## config.mk

```make
export PLATFORM = sky130hd
export DESIGN_NAME = harris_frame_sequencer_flat
export DESIGN_NICKNAME = d
export VERILOG_FILES = /design/src/rtl/harris_frame_sequencer_if.sv /design/src/rtl/harris_frame_sequencer.sv /design/src/flat_wrapper.sv
export SDC_FILE = /design/constraint.sdc
export NUM_CORES = 1
export LEC_CHECK = 0
export BUFFER_PORTS_ARGS = -buffer_cell sky130_fd_sc_hd__buf_2
export CORE_UTILIZATION = 60
export CTS_CLUSTER_DIAMETER = 150
export DETAILED_ROUTE_END_ITERATION = 12
export PLACE_DENSITY = 0.84
export SLEW_MARGIN = 25
export SYNTH_ARGS = -nofsm -noshare
export SYNTH_HDL_FRONTEND = slang
export SYNTH_SLANG_ARGS = --single-unit
```

## constraint.sdc

```tcl
create_clock -name clk -period 4.2 [get_ports clk]
set_clock_uncertainty 0.2 [all_clocks]
set_input_delay 0.42 -clock clk [delete_from_list [all_inputs] [get_ports clk]]
set_output_delay 0.42 -clock clk [all_outputs]
set_load 0.01 [all_outputs]
```

## src/rtl/harris_frame_sequencer_if.sv

```systemverilog
`default_nettype none
// ============================================================================
// Module   : harris_frame_sequencer_if
// Brief    : Source handshake plus detector pixel bus of the frame sequencer.
// Revision : 1.0
// ============================================================================
interface harris_frame_sequencer_if #(
   parameter int IMG_W = 256,
   parameter int IMG_H = 256
) ();
   localparam int CW = $clog2(IMG_W);
   localparam int RW = $clog2(IMG_H);

   logic [7:0]    src_pixel;
   logic          src_valid;
   logic          src_ready;
   logic [7:0]    pixel;
   logic          pixel_valid;
   logic          sof;
   logic          eol;
   logic          eof;
   logic          flushing;
   logic [CW-1:0] col;
   logic [RW-1:0] row;

   // master: the sequencer, which drives the detector-side pixel bus
   modport master (
      input  src_pixel, src_valid,
      output src_ready,
      output pixel, pixel_valid, sof, eol, eof, flushing, col, row
   );

   modport slave (
      output src_pixel, src_valid,
      input  src_ready,
      input  pixel, pixel_valid, sof, eol, eof, flushing, col, row
   );
endinterface
`default_nettype wire

```

## src/rtl/harris_frame_sequencer.sv

```systemverilog
`default_nettype none
// ============================================================================
// Module   : harris_frame_sequencer
// Brief    : Streams one IMG_W x IMG_H frame into harrisDetector, then flushes.
// Revision : 1.0
// ============================================================================
module harris_frame_sequencer #(
   parameter int IMG_W        = 256,
   parameter int IMG_H        = 256,
   parameter int FLUSH_CYCLES = 516
) (
   input  logic                      clk,
   input  logic                      reset,
   input  logic                      start,
   input  logic                      abort,
   harris_frame_sequencer_if.master  bus,
   output logic                      busy,
   output logic                      frame_done
);
   localparam int CW = $clog2(IMG_W);
   localparam int RW = $clog2(IMG_H);
   localparam int FW = (FLUSH_CYCLES > 0) ? $clog2(FLUSH_CYCLES + 1) : 1;

   localparam logic [CW-1:0] COL_LAST   = CW'(IMG_W - 1);
   localparam logic [RW-1:0] ROW_LAST   = RW'(IMG_H - 1);
   localparam logic [FW-1:0] FLUSH_LOAD = FW'(FLUSH_CYCLES);

   typedef enum logic [1:0] {
      S_IDLE   = 2'd0,
      S_STREAM = 2'd1,
      S_FLUSH  = 2'd2,
      S_DONE   = 2'd3
   } state_t;

   state_t        state_q, state_d;
   logic [CW-1:0] cnt_col_q, cnt_col_d;
   logic [RW-1:0] cnt_row_q, cnt_row_d;
   logic [FW-1:0] flush_q, flush_d;
   logic [7:0]    pixel_q, pixel_d;
   logic          valid_q, valid_d;
   logic          sof_q, sof_d;
   logic          eol_q, eol_d;
   logic          eof_q, eof_d;
   logic          flushing_q, flushing_d;
   logic [CW-1:0] col_q, col_d;
   logic [RW-1:0] row_q, row_d;
   logic          done_q, done_d;
   logic          accept;
   logic          last_col;
   logic          last_row;

   assign bus.src_ready = (state_q == S_STREAM);
   // A beat offered in the abort cycle is dropped, never forwarded.
   assign accept   = bus.src_valid & bus.src_ready & ~abort;
   assign last_col = (cnt_col_q == COL_LAST);
   assign last_row = (cnt_row_q == ROW_LAST);

   always_comb begin
      state_d    = state_q;
      cnt_col_d  = cnt_col_q;
      cnt_row_d  = cnt_row_q;
      flush_d    = flush_q;
      pixel_d    = pixel_q;
      col_d      = col_q;
      row_d      = row_q;
      valid_d    = 1'b0;
      sof_d      = 1'b0;
      eol_d      = 1'b0;
      eof_d      = 1'b0;
      flushing_d = 1'b0;
      done_d     = 1'b0;

      case (state_q)
         S_IDLE: begin
            if (start && !abort) begin
               state_d   = S_STREAM;
               cnt_col_d = '0;
               cnt_row_d = '0;
            end
         end
         S_STREAM: begin
            if (accept) begin
               pixel_d = bus.src_pixel;
               valid_d = 1'b1;
               col_d   = cnt_col_q;
               row_d   = cnt_row_q;
               sof_d   = (cnt_col_q == '0) && (cnt_row_q == '0);
               eol_d   = last_col;
               eof_d   = last_col && last_row;
               if (last_col) begin
                  cnt_col_d = '0;
                  if (last_row) begin
                     state_d = (FLUSH_CYCLES > 0) ? S_FLUSH : S_DONE;
                     flush_d = FLUSH_LOAD;
                  end else begin
                     cnt_row_d = cnt_row_q + RW'(1);
                  end
               end else begin
                  cnt_col_d = cnt_col_q + CW'(1);
               end
            end
         end
         S_FLUSH: begin
            pixel_d    = 8'd0;
            valid_d    = 1'b1;
            flushing_d = 1'b1;
            flush_d    = flush_q - FW'(1);
            if (flush_q == FW'(1)) begin
               state_d = S_DONE;
            end
         end
         S_DONE: begin
            done_d  = 1'b1;
            state_d = S_IDLE;
         end
         default: state_d = S_IDLE;
      endcase

      if (abort && (state_q != S_IDLE)) begin
         state_d    = S_IDLE;
         cnt_col_d  = '0;
         cnt_row_d  = '0;
         flush_d    = '0;
         col_d      = '0;
         row_d      = '0;
         valid_d    = 1'b0;
         sof_d      = 1'b0;
         eol_d      = 1'b0;
         eof_d      = 1'b0;
         flushing_d = 1'b0;
         done_d     = 1'b0;
      end
   end

   always_ff @(posedge clk) begin
      if (reset) begin
         state_q    <= S_IDLE;
         cnt_col_q  <= '0;
         cnt_row_q  <= '0;
         flush_q    <= '0;
         pixel_q    <= '0;
         valid_q    <= 1'b0;
         sof_q      <= 1'b0;
         eol_q      <= 1'b0;
         eof_q      <= 1'b0;
         flushing_q <= 1'b0;
         col_q      <= '0;
         row_q      <= '0;
         done_q     <= 1'b0;
      end else begin
         state_q    <= state_d;
         cnt_col_q  <= cnt_col_d;
         cnt_row_q  <= cnt_row_d;
         flush_q    <= flush_d;
         pixel_q    <= pixel_d;
         valid_q    <= valid_d;
         sof_q      <= sof_d;
         eol_q      <= eol_d;
         eof_q      <= eof_d;
         flushing_q <= flushing_d;
         col_q      <= col_d;
         row_q      <= row_d;
         done_q     <= done_d;
      end
   end

   assign bus.pixel       = pixel_q;
   assign bus.pixel_valid = valid_q;
   assign bus.sof         = sof_q;
   assign bus.eol         = eol_q;
   assign bus.eof         = eof_q;
   assign bus.flushing    = flushing_q;
   assign bus.col         = col_q;
   assign bus.row         = row_q;
   assign busy            = (state_q != S_IDLE);
   assign frame_done      = done_q;
endmodule
`default_nettype wire

```

## src/flat_wrapper.sv

```systemverilog
// flat-port wrapper written by rule: the top's interface ports become plain ports
module harris_frame_sequencer_flat 
#(
   parameter int IMG_W        = 256,
   parameter int IMG_H        = 256,
   parameter int FLUSH_CYCLES = 516
)
  (clk, reset, start, abort, busy, frame_done, bus_src_pixel, bus_src_valid, bus_src_ready, bus_pixel, bus_pixel_valid, bus_sof, bus_eol, bus_eof, bus_flushing, bus_col, bus_row);
  harris_frame_sequencer_if #(.IMG_W(IMG_W), .IMG_H(IMG_H)) bus_i ();
  input  logic clk;
  input  logic reset;
  input  logic start;
  input  logic abort;
  output logic busy;
  output logic frame_done;
  input wire logic [$bits(bus_i.src_pixel)-1:0] bus_src_pixel;
  input wire logic [$bits(bus_i.src_valid)-1:0] bus_src_valid;
  output wire logic [$bits(bus_i.src_ready)-1:0] bus_src_ready;
  output wire logic [$bits(bus_i.pixel)-1:0] bus_pixel;
  output wire logic [$bits(bus_i.pixel_valid)-1:0] bus_pixel_valid;
  output wire logic [$bits(bus_i.sof)-1:0] bus_sof;
  output wire logic [$bits(bus_i.eol)-1:0] bus_eol;
  output wire logic [$bits(bus_i.eof)-1:0] bus_eof;
  output wire logic [$bits(bus_i.flushing)-1:0] bus_flushing;
  output wire logic [$bits(bus_i.col)-1:0] bus_col;
  output wire logic [$bits(bus_i.row)-1:0] bus_row;
  assign bus_i.src_pixel = bus_src_pixel;
  assign bus_i.src_valid = bus_src_valid;
  assign bus_src_ready = bus_i.src_ready;
  assign bus_pixel = bus_i.pixel;
  assign bus_pixel_valid = bus_i.pixel_valid;
  assign bus_sof = bus_i.sof;
  assign bus_eol = bus_i.eol;
  assign bus_eof = bus_i.eof;
  assign bus_flushing = bus_i.flushing;
  assign bus_col = bus_i.col;
  assign bus_row = bus_i.row;
  harris_frame_sequencer #(.IMG_W(IMG_W), .IMG_H(IMG_H), .FLUSH_CYCLES(FLUSH_CYCLES)) u_core (.clk(clk), .reset(reset), .start(start), .abort(abort), .bus(bus_i), .busy(busy), .frame_done(frame_done));
endmodule
```

==> flow_metrics.tcl <==
set metrics [dict create \
    wl_um 6030 \
    overflow 0 \
    crit_chain "inv_1 -> ha_1 -> nand3b_1 -> a21oi_1 -> nand3_1 -> nor2_1 -> o221a_2" \
    p_leak_uw 0.00121 \
    period_minus_slack_ns 2.95 \
    cp_data_arrival_time_ns 3.03 \
    antenna_found_initial 0 \
    cts_buffer_depth 2 \
    grt_util_all_layers_pct 28.3 \
    h-tree-depth 3 \
    die_h_um 68.6 \
    yosysSeqAreaShare_pct 43.6 \
    swShare_pct 36.0 \
    p_clk_share_pct 30.6 \
    synth.yosys.warnings 0 \
    synthArstFlopShare_pct 0 \
    cts_buffers 9 \
    clockRootBuffer "clkbuf_8" \
    ys_ff_latch 58 \
    ys_types 43 \
    num_io_pins 45 \
    crit_path_end_kind "flip-flop" \
    grt_pass1_vias 2099 \
    syn_nets 352 \
    drc 0 \
    finalMaxSlewViolations 0 \
    crit_type "flip-flop to flip-flop" \
    ant_nets 0 \
    post_cts_buffers 0 \
    synth_area_leader_cell "dfxtp_1" \
    max_slew_margin_pct 32.6 \
    num_antenna_cells 0 \
    fin_crit_sh_pct 70.2 \
    outcome "finished clean" \
    area_growth_pct 14.8 \
    setup_viol 0 \
    dr.pass1.iters 4 \
    cts.sinks 58 \
    combPwrFrac_pct 30.1 \
    tritoncts "done" \
    cpMaxStageDelayCell "a21oi_1" \
    worstSkewPairLatency_ns 0.34 \
    vias_per_cell 5.76 \
    post-synth-top-area-fraction_pct 43.6 \
    p_seq_share_pct 39.2 \
    crit_required_ns 4.28 \
    rsz0062_at_grt "no" \
    worst_pin_slew_ns 1.01 \
    hold_viol 0 \
    hold_buffers 0 \
    grt_first_pass_wirelength_um 9630 \
    core_area_sq_um 4120 \
    final_nets 392 \
    slowest_delay_ns 0.71 \
    grt_max_degree 32 \
    hold_class "input port to flip-flop" \
    die_area_sq_um 4710 \
    clkTransAtPathRegs_ns 0.07 \
    critical_path.top_delay_family "simple AND/OR/NAND/NOR gates" \
    netlist_area_sq_um 2660 \
    cp-start-kind "flip-flop" \
    power_per_cell_area_nw_per_um2 525 \
    syn_area_per_cell_sq_um 8.09 \
    initialDrtViolationCount 261 \
    gp_congestion 0.884 \
    p_sw_uw 577 \
    drive_gt1_share_pct 17.9 \
    hold_slack_ns 0.144 \
    dp_hpwl_um 4080 \
    layout_common_cells "nand2_1, dfxtp_1, buf_2, a21oi_1, nor2_1" \
    ys.flop_type "dfxtp_1" \
    vias 2441 \
    intPower_uw 1030 \
    syn_inst 329 \
    io_buffers 44 \
    fmax_mhz 339 \
    peakVddDrop_mv 0.503 \
    fin_tns_setup_ns 0 \
    path_buf_inv 1 \
    synth_edf_count 0 \
    chipWidth_um 68.6 \
    rows 23 \
    drt-wirelength-per-cell_um 14.2 \
    cts_resized 0 \
    synthTopCellsByArea "dfxtp_1, nand2_1, a21oi_1, ha_1, nor2_1" \
    mostFrequentLayoutCell "nand2_1" \
    cp_max_fo 20 \
    drv_cap 0 \
    initial_core_util_pct 64.7 \
]
## path summary, 6_finish.rpt
check | from | endpoint | slack, ns | cells after the start
min | bus_src_pixel[3] | u_core.bus.pixel[3]$_SDFFE_PP0P_ | 0.14 | 3
max reg2reg | u_core.state_q[1]$_SDFFE_PP0P_ | u_core.cnt_row_q[7]$_SDFFE_PP0P_ | 1.25 | 7
min reg2reg | u_core.bus.pixel[4]$_SDFFE_PP0P_ | u_core.bus.pixel[4]$_SDFFE_PP0P_ | 0.25 | 2
max | u_core.state_q[1]$_SDFFE_PP0P_ | u_core.cnt_row_q[7]$_SDFFE_PP0P_ | 1.25 | 7
## Yosys cell counts, drive strengths merged (2+ instances only)
library cell   n
xnor2          2
xor2           5
nand2b         8
inv           11
nor4           4
a21o           2
nor2          22
dfxtp         58
a311oi         2
buf            3
nand3b        10
o31ai          2
o221a          2
o22ai          2
clkbuf        12
and4           2
nand4         10
a21oi         43
nor3          10
and2           6
mux2i          2
ha            10
nand3          9
o21a           2
o21ai         10
and3           4
nand2         64
## per-layer routing
metal	up-vias	part of all wire, %	global-route usage [%]
met5	-	0	0
met1	1120	47	37.6
met4	0	0.95	11.2
met2	88	43	41.2
li1	1228	-	-
met3	5	8.8	10.4
## flip-flops by register name (all words and copies together) (netlist names), 2 cells and up
register          cells
u_core.flush_q       10
u_core.bus.col        8
u_core.bus.pixel      8
u_core.bus.row        8
u_core.cnt_col_q      8
u_core.cnt_row_q      8
u_core.state_q        2
## final cells by class
type	count	area, sq um
Multi-Input combinational cell	245	1390
Sequential cell	58	1160
Fill cell	310	1060
Timing Repair Buffer	44	220
Clock buffer	10	128
Tap cell	50	62.6
Clock inverter	6	57.6
Inverter	11	41.3
## power groups by stage
stage / Sequential [uW] / Clock, uW / Combinational, uW
floorplan: 647 / 0 / 354
global placement: 637 / 0 / 464
detailed placement: 639 / 0 / 472
CTS: 628 / 492 / 477
global route: 635 / 521 / 545
finish: 629 / 491 / 483
## worst register-to-register path, delay by kind of cell, from the launching register on
family | cells | cell delay [ns]
adder cells (fa/ha/maj) | 1 | 0.45
AND/OR/NAND/NOR | 3 | 0.91
AO/OA/AOI/OAI | 2 | 0.90
buffers and inverters | 1 | 0.09
flip-flops | 1 | 0.34
## kinds of logic (layout without fill, tap and decap cells)
kind of cell    Yosys count  count (layout)  synth area share (%)
simple gates            152             152                  27.6
compound gates           74              74                  16.5
flops                    58              58                  43.6
buf+inv                  26              71                  4.42
fa+ha+maj                10              10                  4.70
xor+xnor                  7               7                  2.30
mux                       2               2                 0.752
## stage by stage
step	area [sq um]	worst slack [ns]	cells	util, %	total power, uW
after CTS	3050	1.28	424	74.2	1600
after global placement	2870	1.38	408	69.7	1100
after detailed placement	2870	1.32	408	69.7	1110
after global routing	3060	0.947	424	74.2	1700
final	3060	1.25	424	74.2	1600
after floorplan	2660	2.02	329	-	1000
No activity file was read; power rests on OpenSTA's default activity.
